## src/rtl/fb_swap_scheduler.sv

```systemverilog
// Double-buffer controller: clears the back buffer, hands the write port to the renderer,
// and swaps front/back on new_frame once the frame is done. Optional: FRAME_DROP_CNT_EN.
module fb_swap_scheduler #(
  parameter int         FB_WIDTH    = 320,
  parameter int         FB_HEIGHT   = 240,
  parameter logic [2:0] CLEAR_COLOR = 3'b000
) (
  input  logic        Clk,
  input  logic        Reset,
  input  logic        new_frame,
  output logic        draw_start,
  input  logic        draw_done,
  input  logic        wr_req,
  input  logic [8:0]  wr_x,
  input  logic [7:0]  wr_y,
  input  logic [2:0]  wr_data,
  output logic        wr_ack,
  output logic        fb_we,
  output logic [8:0]  fb_x,
  output logic [7:0]  fb_y,
  output logic [2:0]  fb_data,
  output logic        fb_buf,
  output logic        front_buf,
`ifdef FRAME_DROP_CNT_EN
  output logic [15:0] drop_count,
`endif
  output logic        busy_clear
);

  typedef enum logic [1:0] {S_CLEAR, S_START, S_DRAW, S_WAIT_SWAP} state_t;

  localparam logic [8:0] X_LAST = 9'(FB_WIDTH - 1);
  localparam logic [7:0] Y_LAST = 8'(FB_HEIGHT - 1);

  state_t     r_state, w_next;
  logic       w_swap, w_ack, w_clear_last, w_in_range;
  logic [8:0] r_cx;
  logic [7:0] r_cy;
  logic       r_front, r_draw_start, r_fb_we;
  logic [8:0] r_fb_x;
  logic [7:0] r_fb_y;
  logic [2:0] r_fb_data;

  assign w_clear_last = (r_cx == X_LAST) && (r_cy == Y_LAST);
  assign w_in_range   = ({1'b0, wr_x} < 10'(FB_WIDTH)) && ({1'b0, wr_y} < 9'(FB_HEIGHT));

  always_ff @(posedge Clk) begin
    if (Reset) r_state <= S_CLEAR;
    else       r_state <= w_next;
  end

  // NOTE: every output of this block gets a default first, so no path can infer a latch.
  always_comb begin
    w_next = r_state;
    w_swap = 1'b0;
    w_ack  = 1'b0;
    case (r_state)
      S_CLEAR: if (w_clear_last) w_next = S_START;
      S_START: w_next = S_DRAW;
      S_DRAW: begin
        w_ack = wr_req;
        if (draw_done) begin
          if (new_frame) begin
            w_swap = 1'b1;
            w_next = S_CLEAR;
          end else begin
            w_next = S_WAIT_SWAP;
          end
        end
      end
      S_WAIT_SWAP: begin
        if (new_frame) begin
          w_swap = 1'b1;
          w_next = S_CLEAR;
        end
      end
      default: w_next = S_CLEAR;
    endcase
  end

  // NOTE: sequential state uses non-blocking assignments; reset is sampled on the clock edge.
  always_ff @(posedge Clk) begin
    if (Reset) begin
      r_front      <= 1'b0;
      r_cx         <= '0;
      r_cy         <= '0;
      r_draw_start <= 1'b0;
      r_fb_we      <= 1'b0;
      r_fb_x       <= '0;
      r_fb_y       <= '0;
      r_fb_data    <= '0;
    end else begin
      r_draw_start <= (r_state == S_START);
      r_fb_we      <= 1'b0;
      if (w_swap) begin
        r_front <= ~r_front;
        r_cx    <= '0;
        r_cy    <= '0;
      end
      case (r_state)
        S_CLEAR: begin
          r_fb_we   <= 1'b1;
          r_fb_x    <= r_cx;
          r_fb_y    <= r_cy;
          r_fb_data <= CLEAR_COLOR;
          if (r_cx == X_LAST) begin
            r_cx <= '0;
            r_cy <= (r_cy == Y_LAST) ? 8'd0 : r_cy + 8'd1;
          end else begin
            r_cx <= r_cx + 9'd1;
          end
        end
        S_DRAW: begin
          // Out-of-range writes are acknowledged but dropped here.
          if (w_ack && w_in_range) begin
            r_fb_we   <= 1'b1;
            r_fb_x    <= wr_x;
            r_fb_y    <= wr_y;
            r_fb_data <= wr_data;
          end
        end
        default: ;
      endcase
    end
  end

`ifdef FRAME_DROP_CNT_EN
  logic [15:0] r_drop;
  always_ff @(posedge Clk) begin
    if (Reset)                                           r_drop <= '0;
    else if (new_frame && !w_swap && r_drop != 16'hFFFF) r_drop <= r_drop + 16'd1;
  end
  assign drop_count = r_drop;
`endif

  assign draw_start = r_draw_start;
  assign wr_ack     = w_ack;
  assign fb_we      = r_fb_we;
  assign fb_x       = r_fb_x;
  assign fb_y       = r_fb_y;
  assign fb_data    = r_fb_data;
  assign front_buf  = r_front;
  assign fb_buf     = ~r_front;
  assign busy_clear = (r_state == S_CLEAR);

endmodule

```

## config.mk

```make
export PLATFORM = sky130hd
export DESIGN_NAME = fb_swap_scheduler
export DESIGN_NICKNAME = d
export VERILOG_FILES = /design/src/rtl/fb_swap_scheduler.sv
export SDC_FILE = /design/constraint.sdc
export NUM_CORES = 1
export LEC_CHECK = 0
export CAP_MARGIN = 0
export CORE_MARGIN = 4
export CORE_UTILIZATION = 44
export CTS_CLUSTER_DIAMETER = 120
export DETAILED_ROUTE_END_ITERATION = 12
export PLACE_DENSITY_LB_ADDON = 0.15
export SLEW_MARGIN = 20
export SYNTH_ARGS = -nofsm -noshare
export SYNTH_HDL_FRONTEND = slang
export SYNTH_SLANG_ARGS = --single-unit
```

## constraint.sdc

```tcl
create_clock -name Clk -period 1.6 [get_ports Clk]
set_clock_uncertainty 0.05 [all_clocks]
set_input_delay 0.32 -clock Clk [delete_from_list [all_inputs] [get_ports Clk]]
set_output_delay 0.32 -clock Clk [all_outputs]
set_load 0.01 [all_outputs]
```

### Word-level counts from Yosys, hierarchy flattened

Index checks and enable logic that the tools add are counted.

* register bits after elaboration: 42
* latch bits: 0
* memory bits (writable): 0
* ROM bits: 0
* bits of input ports: 25
* word-level logic and storage cells: 55
* memories kept: 0

* add/sub/neg operators: 2
* multiply operators: 0
* div/mod/pow operators: 0
* magnitude comparators: 2
* equal/unequal tests: 9
* shift-type cells: 0
* muxes and demuxes: 24
* bitwise operators: 1
* reduce and logical (&&, ||, !) cells: 8

Operators with widths (count)
* $mux W8: 5
* $mux W9: 4
* $pmux W9 S2: 1
* $pmux W8 S2: 1
* $add A9 B1 Y9 const B: 1
* $eq A9 B9 Y1 const B: 1
* $lt A9 B9 Y1 const B: 1
* $add A8 B1 Y8 const B: 1
* $eq A8 B8 Y1 const B: 1
* $lt A8 B8 Y1 const B: 1
* $mux W2: 4
* $pmux W2 S4: 1
* $ne A2 B2 Y1 const B: 3
* $pmux W3 S2: 1
* $eq A2 B2 Y1 const B: 2
* $mux W1: 4
* $pmux W1 S2: 2
* $reduce_bool A2 Y1: 2
* $logic_and A1 B1 Y1: 3
* $mux W3: 1
* $reduce_and A3 Y1: 1
* $eq A2 B1 Y1 const B: 1
* $logic_not A2 Y1: 1
* $ne A2 B1 Y1 const B: 1
* other kinds (2): 2

### Depth between registers and ports, before layout

* depth in word-level cells: 6
* mapped depth: 10
* depth with buffers taken out: 5

### Least setup slack after synthesis

No wires, ideal clock.

* path kind: register to register
* start point: register r_cx[0]
* end point: register r_cy[4]
* setup time: 0.117 ns
* arrival: 1.530 ns
* path slack: -0.098 ns
* cell stages (with the launch flop): 8
* buffers on the path: 2
* cell sequence: dfxtp_1 -> ha_1 -> and4b_1 -> buf_2 -> and4b_1 -> clkbuf_1 -> a21o_1 -> a32o_1

* longest elaborated chain between the ends: 3

RTL lines
* start, declared: RTL line 37 `logic [8:0] r_cx;`
* start signal, assigned: RTL line 110 `r_cx <= r_cx + 9'd1;`
* $eq A9 B9 Y1: RTL line 106 `if (r_cx == X_LAST) begin`
* $mux W8: RTL line 106
* $mux W8: RTL line 100 `case (r_state)`
* end signal, assigned: RTL line 108 `r_cy <= (r_cy == Y_LAST) ? 8'd0 : r_cy + 8'd1;`
* end, declared: RTL line 38 `logic [7:0] r_cy;`

Every way passes these cells.
A chain may end at the register's enable or synchronous reset.

### Worst setup path after layout

* start point: register r_cx[0]
* end point: register r_cy[6]

Same word-level chain as after synthesis.

==> impl_metrics.yaml <==
setup_path:
  crit_buf_inv: 0
  required_ns: 1.78
  crit_path_max_incr_delay_ns: 0.51
  slowest_stage: "or4_1"
  critPathLaunchType: "flop"
  crit_family: "simple AND/OR/NAND/NOR gates"
  r2r_start: "r_cx[0]"
  worstPathArrival_ns: 1.81
  worstRegToRegCells: 5
  crit_chain: "ha_4 > and4b_2 > nand3_4 > or4_1 > nand3_1"
  crit_fanout: 8
  worstSetupEndpointType: "flop"
  r2r-end: "r_cy[6]"
  reg2reg_slack_ns: -0.02
  crit_type: "reg2reg"
route:
  dr.pass1.iters: 4
  antenna_left: 0
  routed_wl_um: 5710
  viasPerCell: 5.60
  drc: 0
  vias: 2078
  wl_per_cell_um: 15.4
  first_iter_violations: 75
die:
  die_h_um: 77.2
  core_um2: 4500
  dieArea_um2: 5960
  io_pins: 51
  die_w_um: 77.2
  initial_core_util_pct: 46.8
  core.rowCount: 24
sta:
  tns_ns: -0.0214
  hold_violations: 0
  maxSlewViolCount: 0
  post-route-min-period_ns: 1.62
  fmax_mhz: 617
  setup-violations-final: 1
  worst_pin_slew_ns: 0.418
  fin_crit_sh_pct: 101
  rsz0062_at_grt: "true"
  slew_headroom_pct: 72.0
  setup_ws_ns: -0.0214
hold_path:
  hp-class: "reg2reg"
  whs_path_depth: 2
  holdPathEnd: "front_buf"
  hp-start: "front_buf"
logic_synthesis:
  synthTopCellsByCount: "dfxtp_1, nor2_1, mux2i_1"
  synth_flop_cell: "dfxtp_1"
  synth-seq-cells: 42
  synthTopCellsByArea: "dfxtp_1, mux2i_1, a211oi_1"
  synthCells: 232
  yosysMostFrequentCell: "dfxtp_1"
  synthArstFlopShare_pct: 0
  yosysSeqAreaShare_pct: 39.9
  synth_nets: 259
  post-synth-top-area-cell: "dfxtp_1"
  synth.top_cell.area_share_pct: 39.9
  synth_edf_count: 0
  ys_warn_count: 0
  synth.distinct_cells: 46
  avgSynthCellArea_um2: 9.08
  syn_area_um2: 2110
global_route:
  met1_usage_pct: 25.6
  grt_busiest_layer: "met2"
  grt_max_degree: 29
  grt_pass1_wl_um: 8980
  grt_pass1_vias: 1891
  gr-usage-all-layers_pct: 18.5
  use_met3_pct: 5.04
  grt_use_met2_pct: 28.7
  grt_overflow_total: 0
  antenna_found_initial: 0
status:
  status: "finished, violations left"
  violations: "negative setup slack"
clock_tree:
  clkSinkCount: 42
  cts_tree: "done"
  path_clk_slew_ns: 0.08
  root_buffer: "clkbuf_8"
  cts_buffers: 5
  htree_num_levels: 2
  cts.path.max_buffers: 2
  clk_latency_ns: 0.29
final_layout:
  stdcell_count: 371
  n_antenna_cell: 0
  fin_nets: 345
  syn_to_final_growth_pct: 51.1
  drive_gt1_share_pct: 27.6
placement:
  placed_cells: 357
  io_buffers: 50
  place_congestion: 0.813
  post-place-ws_ns: -0.300
  dpl.hpwl_um: 4060
pwr:
  leakage_nw: 1.30
  vdd_drop_max_mv: 0.364
  power_density_nw_per_um2: 612
job:
  drv_cap: 0
-- per-stage QoR --
stage          util, %  hold WS [ns]  total power, mW  cell area [um^2]
5_1_grt           70.7         0.442             2.04              3180
3_5_place_dp      63.9         0.417             1.25              2880
3_3_place_gp      63.9         0.405             1.25              2880
2_1_floorplan        -         0.406             1.13              2110
4_1_cts           67.2         0.429             1.95              3030
6_report          70.7         0.424             1.95              3180
-- metal layers --
metal	wire (um)	up-vias
li1	-	1037
met1	2750	983
met2	2700	51
met3	212	7
met4	52	0
met5	0	-
-- logic make-up after synthesis --
family          share of synthesized area (%)
buf+inv                                  7.96
compound gates                           19.2
mux                                      10.0
simple gates                             20.9
xor+xnor                                0.832
flops                                    39.9
fa+ha+maj                                1.19
-- layout by cell type (no fill, tap or decap), types with 5 or more instances in the layout --
| cell | Yosys | routed |
|---|---|---|
| a211oi_1 | 18 | 13 |
| a211oi_2 | 0 | 5 |
| a21oi_1 | 12 | 11 |
| buf_4 | 1 | 46 |
| clkbuf_8 | 0 | 6 |
| clkdlybuf4s50_1 | 0 | 42 |
| dfxtp_1 | 42 | 38 |
| dlymetal6s2s_1 | 0 | 5 |
| mux2i_1 | 20 | 20 |
| nand2_1 | 8 | 7 |
| nand3_1 | 13 | 13 |
| nand4_1 | 7 | 7 |
| nor2_1 | 26 | 25 |
-- power by group --
group / leakage [nW] / switching, mW / internal [mW]
Combinational: 0.913 / 0.0683 / 0.110
Sequential: 0.341 / 0.00788 / 1.06
Clock: 0.0482 / 0.357 / 0.348
-- worst max-delay path by stage --
stage / from / end / slack, ns / cells after the start
5_1_grt: r_cx[0] / r_cy[6] / -0.07 / 5
3_5_place_dp: wr_x[6] / fb_x[7] / -0.30 / 6
4_1_cts: r_cx[0] / r_cy[4] / -0.005 / 6
2_1_floorplan: r_cx[0] / r_cy[4] / -0.05 / 7
3_3_place_gp: wr_x[7] / fb_y[3] / -0.29 / 6
6_report: r_cx[0] / r_cy[6] / -0.02 / 5
-- cell type report --
cell class              instances  area, um^2
multi-input cells             164        1210
repair buffers                101         942
inverters                       4        22.5
clock buffers                   7        86.3
flip-flops and latches         42         848
fillers                       369        1320
well taps                      52        65.1
clock inverters                 1        5.00
-- worst register-to-register path, delay by kind of cell, from the launching register on --
kind                     cells  cell delay (ns)
adder cells (fa/ha/maj)      1             0.13
flip-flops                   1             0.36
AND/OR/NAND/NOR              4             1.02
-- repair_timing --
action | CTS | global route
pin swaps | 1 | 11
setup endpoints to repair | 27 | 33
buffers inserted | 1 | 5
hold buffers | 0 | 0
gates resized for setup | 19 | 28
gates cloned | 1 | 1
-- state kept, by name (all words and copies together), names as in the netlist --
register	count
r_state	2
fb_data	3
r_cy	8
draw_start	1
fb_x	9
r_cx	9
fb_we	1
front_buf	1
fb_y	8
No activity file was read; power rests on OpenSTA's default activity.
